==> config.mk <==
export PLATFORM = sky130hd
export DESIGN_NAME = sramlike_to_axi
export DESIGN_NICKNAME = d
export VERILOG_FILES = /design/src/rtl/sramlike_to_axi.sv
export SDC_FILE = /design/constraint.sdc
export NUM_CORES = 1
export LEC_CHECK = 0
export CAP_MARGIN = 40
export CORE_MARGIN = 2
export CORE_UTILIZATION = 35
export CTS_BUF_LIST = sky130_fd_sc_hd__clkbuf_2 sky130_fd_sc_hd__clkbuf_4 sky130_fd_sc_hd__clkbuf_8
export DETAILED_ROUTE_END_ITERATION = 16
export GPL_TIMING_DRIVEN = 0
export PLACE_DENSITY_LB_ADDON = 0.05
export SETUP_SLACK_MARGIN = 0.4
export SLEW_MARGIN = 0
export SYNTH_ARGS = -nofsm -noshare
export SYNTH_HDL_FRONTEND = slang
export SYNTH_SLANG_ARGS = --single-unit
==> constraint.sdc <==
create_clock -name clk -period 2.66 [get_ports clk]
set_clock_uncertainty 0.1 [all_clocks]
set_input_delay 0.532 -clock clk [delete_from_list [all_inputs] [get_ports clk]]
set_output_delay 0.532 -clock clk [all_outputs]
set_load 0.01 [all_outputs]
==> src/rtl/sramlike_to_axi.sv <==
// SRAM-like request port to single-beat AXI3/AXI4 master, one transaction outstanding.
// Optional SRAMLIKE_AXI_POSTED_WRITE_EN: write data_ok fires once AW/W complete, before B.
// resetn asserts asynchronously; its release is expected to be synchronous to clk.
module sramlike_to_axi #(
    parameter int ID   = 0,
    parameter int ID_W = 4
) (
    input  logic            clk,
    input  logic            resetn,
    // SRAM-like slave side
    input  logic [31:0]     addr,
    input  logic [3:0]      ben,
    input  logic            wr,
    input  logic [31:0]     din,
    output logic            addr_ok,
    output logic            data_ok,
    output logic [31:0]     dout,
    // AXI read address
    output logic [ID_W-1:0] arid,
    output logic [31:0]     araddr,
    output logic [7:0]      arlen,
    output logic [2:0]      arsize,
    output logic [1:0]      arburst,
    output logic [1:0]      arlock,
    output logic [3:0]      arcache,
    output logic [2:0]      arprot,
    output logic            arvalid,
    input  logic            arready,
    // AXI read data
    input  logic [ID_W-1:0] rid,
    input  logic [31:0]     rdata,
    input  logic [1:0]      rresp,
    input  logic            rlast,
    input  logic            rvalid,
    output logic            rready,
    // AXI write address
    output logic [ID_W-1:0] awid,
    output logic [31:0]     awaddr,
    output logic [7:0]      awlen,
    output logic [2:0]      awsize,
    output logic [1:0]      awburst,
    output logic [1:0]      awlock,
    output logic [3:0]      awcache,
    output logic [2:0]      awprot,
    output logic            awvalid,
    input  logic            awready,
    // AXI write data
    output logic [ID_W-1:0] wid,
    output logic [31:0]     wdata,
    output logic [3:0]      wstrb,
    output logic            wlast,
    output logic            wvalid,
    input  logic            wready,
    // AXI write response
    input  logic [ID_W-1:0] bid,
    input  logic [1:0]      bresp,
    input  logic            bvalid,
    output logic            bready
);

    typedef enum logic [2:0] {
        IDLE   = 3'd0,
        RD_AR  = 3'd1,
        RD_R   = 3'd2,
        WR_REQ = 3'd3,
        WR_B   = 3'd4,
        RESP   = 3'd5
    } state_e;

    state_e      state_q, state_d;
    logic [31:0] addr_q,  addr_d;
    logic [2:0]  size_q,  size_d;
    logic [3:0]  ben_q,   ben_d;
    logic [31:0] din_q,   din_d;
    logic [31:0] dout_q,  dout_d;
    logic        aw_done_q, aw_done_d;
    logic        w_done_q,  w_done_d;
`ifdef SRAMLIKE_AXI_POSTED_WRITE_EN
    logic        post_ok_q, post_ok_d;
`endif

    // Contiguous halves and single bytes get a narrow size; anything else is a full word.
    function automatic logic [2:0] req_size(input logic [3:0] b);
        case (b)
            4'b0011, 4'b1100:                   req_size = 3'd1;
            4'b0001, 4'b0010, 4'b0100, 4'b1000: req_size = 3'd0;
            default:                            req_size = 3'd2;
        endcase
    endfunction

    function automatic logic [1:0] req_low(input logic [3:0] b);
        case (b)
            4'b1100, 4'b0100: req_low = 2'b10;
            4'b0010:          req_low = 2'b01;
            4'b1000:          req_low = 2'b11;
            default:          req_low = 2'b00;
        endcase
    endfunction

    always_ff @(posedge clk or negedge resetn) begin
        if (!resetn) begin
            state_q   <= IDLE;
            addr_q    <= '0;
            size_q    <= '0;
            ben_q     <= '0;
            din_q     <= '0;
            dout_q    <= '0;
            aw_done_q <= 1'b0;
            w_done_q  <= 1'b0;
`ifdef SRAMLIKE_AXI_POSTED_WRITE_EN
            post_ok_q <= 1'b0;
`endif
        end else begin
            state_q   <= state_d;
            addr_q    <= addr_d;
            size_q    <= size_d;
            ben_q     <= ben_d;
            din_q     <= din_d;
            dout_q    <= dout_d;
            aw_done_q <= aw_done_d;
            w_done_q  <= w_done_d;
`ifdef SRAMLIKE_AXI_POSTED_WRITE_EN
            post_ok_q <= post_ok_d;
`endif
        end
    end

    always_comb begin
        state_d   = state_q;
        addr_d    = addr_q;
        size_d    = size_q;
        ben_d     = ben_q;
        din_d     = din_q;
        dout_d    = dout_q;
        aw_done_d = aw_done_q;
        w_done_d  = w_done_q;
`ifdef SRAMLIKE_AXI_POSTED_WRITE_EN
        post_ok_d = 1'b0;
`endif
        case (state_q)
            IDLE: begin
                if (ben != 4'b0000) begin
                    addr_d    = {addr[31:2], req_low(ben)};
                    size_d    = req_size(ben);
                    ben_d     = ben;
                    din_d     = din;
                    aw_done_d = 1'b0;
                    w_done_d  = 1'b0;
                    state_d   = wr ? WR_REQ : RD_AR;
                end
            end
            RD_AR: begin
                if (arready) state_d = RD_R;
            end
            RD_R: begin
                if (rvalid) begin
                    dout_d  = rdata;
                    state_d = RESP;
                end
            end
            WR_REQ: begin
                // AW and W retire independently; leave only once both have handshaken.
                aw_done_d = aw_done_q | awready;
                w_done_d  = w_done_q  | wready;
                if (aw_done_d && w_done_d) begin
                    state_d = WR_B;
`ifdef SRAMLIKE_AXI_POSTED_WRITE_EN
                    post_ok_d = 1'b1;
`endif
                end
            end
            WR_B: begin
                if (bvalid) begin
`ifdef SRAMLIKE_AXI_POSTED_WRITE_EN
                    state_d = IDLE;
`else
                    state_d = RESP;
`endif
                end
            end
            RESP:    state_d = IDLE;
            default: state_d = IDLE;
        endcase
    end

    // Gated by resetn so the upstream never sees an accept while reset is held.
    assign addr_ok = resetn && (state_q == IDLE) && (ben != 4'b0000);
`ifdef SRAMLIKE_AXI_POSTED_WRITE_EN
    assign data_ok = (state_q == RESP) || post_ok_q;
`else
    assign data_ok = (state_q == RESP);
`endif
    assign dout    = dout_q;

    assign arid    = ID_W'(ID);
    assign araddr  = addr_q;
    assign arlen   = 8'd0;
    assign arsize  = size_q;
    assign arburst = 2'b01;
    assign arlock  = 2'b00;
    assign arcache = 4'b0000;
    assign arprot  = 3'b000;
    assign arvalid = (state_q == RD_AR);
    assign rready  = (state_q == RD_R);

    assign awid    = ID_W'(ID);
    assign awaddr  = addr_q;
    assign awlen   = 8'd0;
    assign awsize  = size_q;
    assign awburst = 2'b01;
    assign awlock  = 2'b00;
    assign awcache = 4'b0000;
    assign awprot  = 3'b000;
    assign awvalid = (state_q == WR_REQ) && !aw_done_q;

    assign wid     = ID_W'(ID);
    assign wdata   = din_q;
    assign wstrb   = ben_q;
    assign wlast   = 1'b1;
    assign wvalid  = (state_q == WR_REQ) && !w_done_q;
    assign bready  = (state_q == WR_B);

    // Response IDs, error codes and rlast carry no information for single-beat traffic.
    logic unused_resp;
    assign unused_resp = ^{rid, rresp, rlast, bid, bresp};

endmodule

-- Word level (Yosys, flattened, before mapping)
Index checks and enable logic that the tools add are counted.
Widths: inputs -> output; s select.
- input bits: 121
- logic and storage cells: 55
- register bits after elaboration: 108
- output and inout port bits: 196
- equality and inequality tests: 16
- multiplexer cells: 12
- bitwise operators: 2
- reduce and logical (&&, ||, !) cells: 17
- operators by type and width (cell ; number):
    $mux 3 ; 5
    $pmux 3 s5 ; 1
    $eq 4x2->1 const B ; 2
    $eq 4x4->1 const B ; 2
    $eq 3x2->1 const B ; 2
    $eq 3x3->1 const B ; 2
    $ne 2x2->1 const B ; 3
    $pmux 2 s3 ; 1
    $reduce_and 2->1 ; 3
    $logic_and 1x1->1 ; 5
    $reduce_and 5->1 ; 1
    $eq 4x1->1 const B ; 1
    $eq 4x3->1 const B ; 1
    $ne 2x1->1 const B ; 2
    $pmux 1 s2 ; 2
    $pmux 2 s2 ; 1
    $reduce_bool 4->1 ; 1
    $reduce_or 2->1 ; 2
    $reduce_or 4->1 ; 1
    $eq 3x1->1 const B ; 1
    $logic_not 3->1 ; 1
    $logic_not 1->1 ; 2
    $mux 2 ; 1
    $or 1x1->1 ; 2
    other kinds (2) ; 2

-- Logic depth before layout (Yosys ltp)
- depth in word-level cells: 4
- gate-level depth with buffers: 6
- depth with buffers taken out: 4

-- Worst setup path after synthesis
Ideal clock, no wire load.
- kind: register to output
- start: register state_q[2]
- end: output port addr_ok
- path slack: 596 ps
- data required time: 2028 ps
- arrival time: 1432 ps
- cell stages (with the launch flop): 6
- buffers on the path: 2
- cell sequence: dfrtp_1 or3_4 nor2_4 buf_8 buf_12 and2_1
- longest elaborated chain between the ends: 3
- RTL lines (what ; line ; text):
    start, declared ; 70 ; state_e state_q, state_d;
    start signal, assigned ; 114 ; state_q <= state_d;
    $logic_not 3->1 ; 187 ; assign addr_ok = resetn && (state_q == IDLE) && (ben != 4'b0000);
    $logic_and 1x1->1 (2 in series) ; 187 ;
    end, declared ; 15 ; output logic addr_ok,
Every way passes these cells.

-- Worst setup path after layout
- start: input port ben[0]
- end: output port addr_ok
- longest elaborated chain between the ends: 2
- RTL lines (what ; line ; text):
    start, declared ; 12 ; input logic [3:0] ben,
    $reduce_bool 4->1 ; 187 ;
    $logic_and 1x1->1 ; 187 ;
Every way passes these cells.

==> results.yml <==
sta:
  rsz0062_at_grt: "true"
  tns_ns: 0
  max_freq_ghz: 0.420
  setup_viol: 0
  hold_viol_final: 0
  finalMaxSlewViolations: 0
  hold_ws_ns: 0.0557
  setup_slack_ns: 0.281
  timing.final.crit_share: 0.894
  fin_crit_ns: 2.38
place:
  place_hpwl_mm: 9.94
  gp_congestion: 0.747
  placed_cell_area_sq_mm: 0.00806
  dp_slack_ns: -0.573
  port_buffers: 248
power_and_ir_drop:
  ir_drop_uv: 750
  p_leak_nw: 3.85
  fin_total_pwr_mw: 9.82
  power-per-cell-area_mw_per_mm2: 1170
flow_run:
  cap_violations: 0
cells_and_area:
  antenna_cells: 0
  layout.nets: 803
  area_growth_pct: 64.2
  stdcell_area_sq_mm: 0.00839
  drive_gt1_frac: 0.306
logic_synthesis:
  synthCells: 359
  synth_top_cell_by_area: "dfrtp_1"
  ys_seq_area_frac: 0.524
  synth_top_cell_area_share: 0.524
  synth_area_leaders: "dfrtp_1, mux2_4, buf_4, mux2_1, mux2_2"
  yosys_warnings: 0
  synth.most_common_cell: "dfrtp_1"
  synth_edf_count: 0
  synth_common_cells: "dfrtp_1, buf_4, mux2_4, mux2_1, mux2_2"
  synth_seq_cells: 107
  synth_cell_types: 37
  synth-main-ff-cell: "dfrtp_1"
  netlist_area_sq_mm: 0.00511
  async_reset_ff_frac: 1.00
  avgSynthCellArea_sq_um: 14.2
floorplanning:
  io_pins: 317
  row_count: 44
  die_w_um: 125
  core_sq_mm: 0.0144
  die-area_sq_mm: 0.0156
  fp.dieH_um: 125
  start_util: 0.354
run_status:
  status: "complete, no violations"
drt:
  drt_iter0_markers: 76
  dr_total_vias: 3650
  wl_per_cell_um: 14.8
  via_per_inst: 4.19
  ant_nets: 0
  drc_errors: 0
  dr.pass1.iters: 4
  routed_wl_mm: 12.9
critical_path:
  cp-end-kind: "output pin"
  cpMostUsedCell: "buf_12"
  cp_cell_sequence: "dlygate4sd2_1, nor4_4, nor2_4, buf_12, buf_12, and2_1, buf_2"
  reg2regPathDepth: 6
  worstPathRequired_ns: 2.03
  cp_max_fo: 5
  startpoint_type: "primary input"
  r2r-end: "araddr[16]"
  setup.worst_path.class: "primary input to output pin"
  reg2reg_from: "state_q[1]"
  crit_arrival_ns: 1.75
  cp_slowest_stage_delay_ns: 0.31
  cp_slowest_cell: "nor4_4"
  rrSetupSlack_ns: 0.69
clock_network:
  root_buffer: "clkbuf_8"
  cts_tree: "built"
  clk_latency_ns: 0.37
  clk_pin_slew_ns: 0.10
  cts_buffer_depth: 2
  htree_levels: 3
  cts_sinks: 107
  numCtsBuffers: 9
worst_hold_path:
  hold_path.class: "primary input to async pin"
global_route:
  grt_usage: 0.161
  grt_max_degree: 45
  grt_first_pass_wirelength_mm: 19.7
  overflow: 0
  antenna_found_initial: 0
  grt_pass1_vias: 3597
-- sequential cells by signal (all words and copies together) (netlist names) --
name	flops
araddr	32
dout	32
wdata	32
wstrb	4
state_q	3
arsize	2
aw_done_q	1
w_done_q	1
-- how the worst max path moves through the flow --
stage | from | end | slack (ns) | cells past startpoint
5_1_grt | state_q[1] | addr_ok | 0.23 | 6
3_5_place_dp | ben[3] | addr_ok | -0.57 | 7
3_3_place_gp | resetn | addr_ok | -3.60 | 3
4_1_cts | state_q[1] | addr_ok | 0.27 | 6
2_1_floorplan | state_q[2] | addr_ok | 0.60 | 5
6_report | ben[0] | addr_ok | 0.28 | 7
-- routing by layer --
| metal | track usage | vias up | share of wire |
|---|---|---|---|
| met1 | 0.190 | 1739 | 0.39 |
| met2 | 0.280 | 161 | 0.51 |
| met4 | 0.0601 | 0 | 0.026 |
| met3 | 0.0460 | 19 | 0.069 |
| li1 | - | 1731 | - |
| met5 | 0 | - | 0 |
-- cell type report --
cell class / count / area [sq um]
Clock inverter: 6 / 65.1
Buffer: 101 / 835
Inverter: 3 / 11.3
Multi-Input combinational cell: 199 / 1820
Tap cell: 184 / 230
Clock buffer: 10 / 131
Fill cell: 1247 / 6030
Sequential cell: 107 / 2680
Timing Repair Buffer: 261 / 2620
-- through the flow --
stage          utilization  cells
3_5_place_dp         0.559    844
3_3_place_gp         0.556    842
4_1_cts              0.582    871
6_report             0.582    871
2_1_floorplan            -    410
5_1_grt              0.582    871
-- critical path: cells and delay by family --
kind	cells	cell delay, ns
buffers and inverters	4	0.67
and+or+nand+nor	3	0.53
-- cells by family after synthesis --
group | Yosys count | synth area share
flip-flops | 107 | 0.524
buffers and inverters | 104 | 0.162
multiplexers | 95 | 0.244
AND/OR/NAND/NOR | 31 | 0.0409
AO/OA/AOI/OAI | 20 | 0.0277
other | 2 | 0.00147
-- cells in the final DEF, fill, tap and decap left out, drive strengths merged, types with 2 or more instances in the layout --
cell type | Yosys | layout
clkbuf | 0 | 13
and2 | 2 | 2
a22o | 4 | 4
nand2b | 2 | 2
clkdlybuf4s15 | 0 | 2
a211oi | 3 | 3
a21oi | 4 | 4
nor2 | 11 | 11
nand2 | 2 | 2
dfrtp | 107 | 107
dlygate4sd2 | 0 | 3
o21ai | 2 | 2
buf | 101 | 118
conb | 2 | 53
and3 | 2 | 2
clkdlybuf4s50 | 0 | 236
mux2 | 95 | 95
nor3b | 2 | 2
nor3 | 2 | 2
nor4b | 2 | 2
clkinv | 0 | 3
inv | 3 | 4
-- what timing repair did --
| item | 4_1_cts | 5_1_grt |
|---|---|---|
| setup buffers | 8 | 0 |
| gates resized for setup | 34 | 8 |
| gates cloned | 0 | 0 |
| pin swaps | 5 | 3 |
| hold endpoints to repair | 30 | 0 |
| hold buffers | 3 | 0 |
| endpoints found under the setup margin | 7 | 6 |
-- report_power, final --
part / internal (mW) / leakage (nW) / switching [mW]
logic: 3.79 / 2.48 / 2.03
clock network: 0.448 / 0.100 / 0.562
registers: 2.47 / 1.27 / 0.522
total: 6.70 / 3.85 / 3.12
No activity file was read; power rests on OpenSTA's default activity.
